$ cat src/rtl/sha256_pkg.sv
// Shared SHA-256 controller definitions: round/message constants, round index type
// and the controller state encoding used by the round controller and its neighbours.
package sha256_pkg;

    localparam int NUM_ROUNDS = 64;
    localparam int MSG_WORDS  = 16;
    localparam int IDX_W      = 6;

    typedef logic [IDX_W-1:0] round_idx_t;

    typedef enum logic [2:0] {
        IDLE   = 3'd0,
        INIT   = 3'd1,
        ROUND  = 3'd2,
        UPDATE = 3'd3,
        DONE   = 3'd4
    } ctrl_state_t;

endpackage

$ cat src/rtl/sha256_round_counter.sv
// Round index counter: clears on block init, advances on each executed round,
// flags the last round and the message-load (schedule) phase.
module sha256_round_counter #(
    parameter int IDX_W      = sha256_pkg::IDX_W,
    parameter int NUM_ROUNDS = sha256_pkg::NUM_ROUNDS,
    parameter int MSG_WORDS  = sha256_pkg::MSG_WORDS
) (
    input  logic             clock,
    input  logic             reset,
    input  logic             clear,
    input  logic             enable,
    output logic [IDX_W-1:0] count,
    output logic             term,
    output logic             sched
);

    assign term  = (count == IDX_W'(NUM_ROUNDS - 1));
    assign sched = (count < IDX_W'(MSG_WORDS));

    // Round index register; wraps to zero after the final round.
    always_ff @(posedge clock) begin
        if (!reset) begin
            count <= {IDX_W{1'b0}};
        end else if (clear) begin
            count <= {IDX_W{1'b0}};
        end else if (enable) begin
            count <= term ? {IDX_W{1'b0}} : count + IDX_W'(1);
        end else begin
            count <= count;
        end
    end

endmodule

$ cat src/rtl/sha256_round_ctrl.sv
// SHA-256 compression sequencer: one 512-bit block per start, driving message reads,
// schedule load/expand, round enables, working-variable init and hash accumulate.
module sha256_round_ctrl #(
    parameter int NUM_ROUNDS = sha256_pkg::NUM_ROUNDS,
    parameter int MSG_WORDS  = sha256_pkg::MSG_WORDS,
    parameter int IDX_W      = sha256_pkg::IDX_W
) (
    input  logic             clock,
    input  logic             reset,
    input  logic             start,
    input  logic             first_block,
    input  logic             last_block,
    input  logic             msg_valid,
    output logic             msg_rd,
    output logic [3:0]       msg_addr,
    output logic             w_load,
    output logic             w_expand,
    output logic             round_en,
    output logic [IDX_W-1:0] round_idx,
    output logic             init_iv,
    output logic             init_work,
    output logic             hash_update,
    output logic             busy,
    output logic             block_done,
    output logic             done
);
    import sha256_pkg::*;

    ctrl_state_t state_r;
    ctrl_state_t state_nxt_s;
    logic        first_r;
    logic        last_r;
    logic        cnt_clear_s;
    logic        cnt_term_s;
    logic        cnt_sched_s;

    sha256_round_counter #(
        .IDX_W      (IDX_W),
        .NUM_ROUNDS (NUM_ROUNDS),
        .MSG_WORDS  (MSG_WORDS)
    ) u_counter (
        .clock  (clock),
        .reset  (reset),
        .clear  (cnt_clear_s),
        .enable (round_en),
        .count  (round_idx),
        .term   (cnt_term_s),
        .sched  (cnt_sched_s)
    );

    assign cnt_clear_s = (state_r == INIT);
    assign msg_addr    = round_idx[3:0];

    // State register.
    always_ff @(posedge clock) begin
        if (!reset) begin
            state_r <= IDLE;
        end else begin
            state_r <= state_nxt_s;
        end
    end

    // Block flags are captured only when a start is accepted.
    always_ff @(posedge clock) begin
        if (!reset) begin
            first_r <= 1'b0;
            last_r  <= 1'b0;
        end else if ((state_r == IDLE) && start) begin
            first_r <= first_block;
            last_r  <= last_block;
        end else begin
            first_r <= first_r;
            last_r  <= last_r;
        end
    end

    // Next-state logic.
    always_comb begin
        state_nxt_s = state_r;
        case (state_r)
            IDLE:    state_nxt_s = start ? INIT : IDLE;
            INIT:    state_nxt_s = ROUND;
            ROUND:   state_nxt_s = (round_en && cnt_term_s) ? UPDATE : ROUND;
            UPDATE:  state_nxt_s = last_r ? DONE : IDLE;
            DONE:    state_nxt_s = IDLE;
            default: state_nxt_s = IDLE;
        endcase
    end

    // Output decode; during message rounds a missing word stalls the round.
    always_comb begin
        msg_rd      = 1'b0;
        w_load      = 1'b0;
        w_expand    = 1'b0;
        round_en    = 1'b0;
        init_iv     = 1'b0;
        init_work   = 1'b0;
        hash_update = 1'b0;
        busy        = 1'b0;
        block_done  = 1'b0;
        done        = 1'b0;
        case (state_r)
            IDLE: begin
                busy = 1'b0;
            end
            INIT: begin
                busy      = 1'b1;
                init_iv   = first_r;
                init_work = ~first_r;
            end
            ROUND: begin
                busy = 1'b1;
                if (cnt_sched_s) begin
                    msg_rd   = 1'b1;
                    w_load   = msg_valid;
                    round_en = msg_valid;
                end else begin
                    w_expand = 1'b1;
                    round_en = 1'b1;
                end
            end
            UPDATE: begin
                busy        = 1'b1;
                hash_update = 1'b1;
                block_done  = 1'b1;
            end
            DONE: begin
                busy = 1'b1;
                done = 1'b1;
            end
            default: begin
                busy = 1'b0;
            end
        endcase
    end

endmodule

$ cat config.mk
export PLATFORM = sky130hd
export DESIGN_NAME = sha256_round_ctrl
export DESIGN_NICKNAME = d
export VERILOG_FILES = /design/src/rtl/sha256_pkg.sv /design/src/rtl/sha256_round_counter.sv /design/src/rtl/sha256_round_ctrl.sv
export SDC_FILE = /design/constraint.sdc
export NUM_CORES = 1
export LEC_CHECK = 0
export ABC_AREA = 1
export BUFFER_PORTS_ARGS = -buffer_cell sky130_fd_sc_hd__buf_2
export CORE_MARGIN = 2
export CORE_UTILIZATION = 43
export CTS_BUF_LIST = sky130_fd_sc_hd__clkbuf_4 sky130_fd_sc_hd__clkbuf_8
export DETAILED_ROUTE_END_ITERATION = 12
export PLACE_DENSITY_LB_ADDON = 0.3
export REMOVE_ABC_BUFFERS = 1
export SLEW_MARGIN = 20
export SYNTH_ARGS = -nofsm -noshare
export SYNTH_HDL_FRONTEND = slang
export SYNTH_HIERARCHICAL = 1
export SYNTH_SLANG_ARGS = --single-unit
$ cat constraint.sdc
create_clock -name clock -period 1.35 [get_ports clock]
set_input_delay 0.2025 -clock clock [delete_from_list [all_inputs] [get_ports clock]]
set_output_delay 0.2025 -clock clock [all_outputs]
set_load 0.1 [all_outputs]
==> flow_summary.json, run 1 <==
{
  "portBuffers": 25,
  "dp_hpwl_mm": 1.230,
  "cts-root-buf": "clkbuf_4",
  "std_cell_rows": 13,
  "die_h_um": 42.11,
  "synth.distinct_cells": 20,
  "place_ws_ns": -0.05064,
  "worst_endpoint": "w_load",
  "synth_xor_xnor_area_share": 0.01403,
  "synth.cell_area_um2": 624.3,
  "dp_cells": 142,
  "cts_buffers": 3,
  "cts_sinks": 11,
  "grt_start_max_net_pins": 7,
  "syn_inst": 95,
  "avgSynthCellArea_um2": 6.572,
  "yosys_warnings": 6,
  "outcome": "aborted with a tool error",
  "htree_levels": 1,
  "die_x_um": 42.11,
  "clock_path_buffers": 2,
  "synth_top_family_by_area": "simple AND/OR/NAND/NOR gates",
  "stop_stage": "5_1_grt",
  "synth_area_leader_cell": "dfxtp_1",
  "error": "[ERROR DPL-0038] Utilization greater than 100%, impossible to legalize",
  "yosys.area.top_type_share": 0.3527,
  "yosysSeqAreaShare": 0.3527,
  "ios": 26,
  "ys_ff_latch": 11,
  "synth_compound_area_frac": 0.08417,
  "synthAdderAreaFrac": 0.02004,
  "gp_congestion": 0.8215,
  "start_util": 0.4681,
  "yosys.area_share.simple": 0.3667,
  "synth_top_cells_by_area": "dfxtp_1, nand2_1, inv_1",
  "synthMuxAreaShare": 0,
  "worstEpCategory": "top-level output"
}
==> per-stage QoR <==
stage / instance area, um2 / utilization
detailed placement: 1091 / 0.8180
CTS: 1251 / 0.9381
global placement: 1091 / 0.8180
floorplan: 586.8 / -
==> cells by family after synthesis <==
| logic type | after synthesis |
|---|---|
| xor gates and xnor gates | 1 |
| AOI/OAI and AO/OA | 10 |
| DFF | 11 |
| and+or+nand+nor | 50 |
| buffers and inverters | 22 |
| adders and majority gates | 1 |
==> cells in the mapped netlist <==
cell type / number
o21bai_1: 1
nor3_1: 2
xor2_1: 1
nor3_2: 1
a21oi_1: 6
dfxtp_1: 11
inv_1: 16
nand4_1: 1
nand3_2: 1
o21ai_1: 1
inv_2: 1
or2_0: 1
nand3_1: 5
o21ai_0: 2
nor2_2: 4
nand2_2: 2
nand2_1: 19
ha_1: 1
buf_4: 5
nor2_1: 14
==> timing repair <==
| item | 4_1_cts |
|---|---|
| resized for setup | 32 |
| hold buffers | 0 |
| buffers inserted | 2 |
| pin swaps | 5 |
| setup endpoints to repair | 14 |
| hold endpoints to repair | 0 |
==> inputs of run 2 (changes only) <==
--- a/config.mk
+++ b/config.mk
@@ -7,11 +7,10 @@
 export LEC_CHECK = 0
 export ABC_AREA = 1
 export BUFFER_PORTS_ARGS = -buffer_cell sky130_fd_sc_hd__buf_2
-export CORE_MARGIN = 2
-export CORE_UTILIZATION = 43
-export CTS_BUF_LIST = sky130_fd_sc_hd__clkbuf_4 sky130_fd_sc_hd__clkbuf_8
+export CORE_AREA = 2 2 63 65
 export DETAILED_ROUTE_END_ITERATION = 12
-export PLACE_DENSITY_LB_ADDON = 0.3
+export DIE_AREA = 0 0 65 67
+export PLACE_DENSITY_LB_ADDON = 0.15
 export REMOVE_ABC_BUFFERS = 1
 export SLEW_MARGIN = 20
 export SYNTH_ARGS = -nofsm -noshare
==> constraint.sdc (replaced) <==
create_clock -name clock -period 1.8 [get_ports clock]
set_input_delay 0.27 -clock clock [delete_from_list [all_inputs] [get_ports clock]]
set_output_delay 0.27 -clock clock [all_outputs]
set_load 0.1 [all_outputs]
==> run 2 against run 1 <==
Net effect:
- the run now ends clean
- synthesized area stayed put
- synthesized cell count did not move
==> flow_summary.json, run 2 <==
{
  "power_density_nw_per_um2": 768.7,
  "hold_path.class": "in2reg",
  "synth_xor_xnor_area_share": 0.01403,
  "synth_edf_count": 0,
  "synthMuxAreaShare": 0,
  "avgSynthCellArea_um2": 6.572,
  "multi_input_area_um2": 302.8,
  "drtPass1Iterations": 3,
  "gp_congestion": 0.8095,
  "vias": 630,
  "fin_area_um2": 869.6,
  "top_regs": "u_counter/count (6), state_r (3)",
  "maxSlewHeadroom": 0.6774,
  "postPlaceCellArea_um2": 824.5,
  "hold_start": "first_block",
  "antenna_cells": 0,
  "yosys_warnings": 6,
  "antenna_found_initial": 0,
  "antenna_left": 0,
  "die_x_um": 65,
  "setup_tns_ns": 0,
  "p_seq_frac": 0.388,
  "leakage_nw": 0.4570,
  "synthAdderAreaFrac": 0.02004,
  "ir_drop_v": 0.0003017,
  "cts_buffers": 3,
  "ios": 26,
  "synth.most_common_cell": "nand2_1",
  "core_um2": 3606,
  "area_growth_pct": 39.28,
  "nFillCells": 402,
  "final.setup_skew_ns": 0.002984,
  "place_ws_ns": 0.2849,
  "portBuffers": 25,
  "dieArea_um2": 4355,
  "yosysSeqAreaShare": 0.3527,
  "wl_per_cell_um": 8.595,
  "seq_area_um2": 220.2,
  "ys_ff_latch": 11,
  "worstPathRequired_ns": 1.53,
  "rsz0062_at_grt": "false",
  "dp_hpwl_mm": 1.194,
  "cts_resized": 0,
  "nets": 128,
  "clkPwrFrac": 0.370,
  "path_class": "reg2out",
  "synth_top_family_by_area": "simple AND/OR/NAND/NOR gates",
  "fin_crit_sh": 0.9451,
  "final_hold_viol_count": 0,
  "crit_end": "w_expand",
  "final.min_clock_period_ns": 1.701,
  "drc": 0,
  "overflow": 0,
  "max_stage_delay_ns": 0.43,
  "synthFlopType": "dfxtp_1",
  "setup_viol": 0,
  "final_common_cell": "buf_2",
  "worst_setup_path_start_kind": "flip-flop",
  "clock_latency_ns": 0.24,
  "regMostFlops": "u_counter/count",
  "drive_above_1_share": 0.3167,
  "crit_start": "state_r[1]",
  "synth_area_leader_cell": "dfxtp_1",
  "largest_reg_flops": 6,
  "max-cap-violations": 0,
  "r2r_start": "state_r[1]",
  "outcome": "finished clean",
  "cpMaxStageDelayCell": "buf_2",
  "clock_path_buffers": 2,
  "power_frac_comb": 0.241,
  "synth_common_cells": "nand2_1, inv_1, nor2_1, dfxtp_1, a21oi_1",
  "htree_levels": 1,
  "final_cell_mix": "buf_2, nand2_1, inv_1",
  "p_int_mw": 0.4461,
  "grt_pass1_vias": 569,
  "reg2reg_to": "u_counter/count[0]",
  "fmax_mhz": 587.9,
  "arrival_ns": 1.43,
  "cts-root-buf": "clkbuf_8",
  "cts-hold-fix-buffers": 0,
  "grt_start_max_net_pins": 8,
  "end_kind": "output port",
  "synth.cell_area_um2": 624.3,
  "yosys.area_share.simple": 0.3667,
  "cts_sinks": 11,
  "synth_top_cells_by_area": "dfxtp_1, nand2_1, inv_1",
  "swShare": 0.3326,
  "die_h_um": 67,
  "slew_viol_final": 0,
  "drt_wl_total_mm": 1.444,
  "finalPower_mw": 0.6685,
  "cts_setup_buffers": 0,
  "synth_compound_area_frac": 0.08417,
  "synth.distinct_cells": 20,
  "clk_pin_slew_ns": 0.05,
  "grt_pass1_wl_mm": 2.283,
  "crit_chain": "inv_1 -> nor2_2 -> nand2_2 -> nor2_1 -> buf_2",
  "viasPerCell": 3.750,
  "p_switching_mw": 0.2223,
  "cp_max_fo": 5,
  "drt-initial-drc-count": 16,
  "worst_slack_ns": 0.09890,
  "std_cell_rows": 22,
  "grt_usage": 0.07026,
  "cts_tree": "yes",
  "syn_inst": 95,
  "worstRegToRegCells": 8,
  "worstMarginPinSlew_ns": 0.4873,
  "r2r_slack_ns": 0.28,
  "synth-async-reset-ratio": 0,
  "yosys.area.top_type_share": 0.3527,
  "start_util": 0.1731
}
==> run 2: cell counts after synthesis <==
Identical to the previous run, type by type.
==> run 2: area by class of cell <==
class | instances | share of cell area
inverter | 17 | 0.07338
multi-input combinational | 62 | 0.3482
sequential | 11 | 0.2532
tap | 48 | 0.06906
clock buffer | 4 | 0.05180
timing repair buffer | 26 | 0.2043
==> run 2: worst min path at each step <==
stage / to / slack, ns / depth (start not counted)
global placement: state_r[2] / 0.44 / 2
global route: last_r / 0.29 / 3
CTS: first_r / 0.27 / 3
floorplan: first_r / 0.39 / 2
detailed placement: state_r[2] / 0.44 / 2
finish: first_r / 0.26 / 3
==> run 2: power by group through the flow <==
stage | Sequential, mW | Combinational (mW) | Clock, mW
6_report | 0.260 | 0.161 | 0.248
5_1_grt | 0.260 | 0.172 | 0.266
4_1_cts | 0.260 | 0.163 | 0.256
3_5_place_dp | 0.265 | 0.162 | 0
3_3_place_gp | 0.264 | 0.162 | 0
2_1_floorplan | 0.276 | 0.110 | 0
==> run 2: stage by stage <==
| stage | utilization | cells | hold WS, ns |
|---|---|---|---|
| after CTS | 0.2412 | 168 | 0.2680 |
| after global routing | 0.2412 | 168 | 0.2888 |
| after floorplan | - | 90 | 0.3904 |
| final | 0.2412 | 168 | 0.2626 |
| after global placement | 0.2287 | 164 | 0.4448 |
| after detailed placement | 0.2287 | 164 | 0.4432 |
==> run 2: cell families (layout without fill, tap and decap cells) <==
family,Yosys count,count (layout)
flip-flops,11,11
buffers and inverters,22,47
AND/OR/NAND/NOR,50,50
AO/OA/AOI/OAI,10,10
adder cells (fa/ha/maj),1,1
XOR/XNOR,1,1
==> run 2: layer usage <==
layer | up-vias | wire length (um) | global-route usage
li1 | 337 | - | -
met1 | 271 | 678 | 0.07692
met2 | 20 | 634 | 0.1186
met3 | 2 | 117 | 0.03378
met4 | 0 | 13 | 0.02394
met5 | - | 0 | 0
==> run 2: critical path: cells and delay by family, from the launching register on <==
family / cells / cell delay, ns
buf+inv: 2 / 0.51
flops: 1 / 0.38
simple gates: 3 / 0.32
No activity file was read; power rests on OpenSTA's default activity.
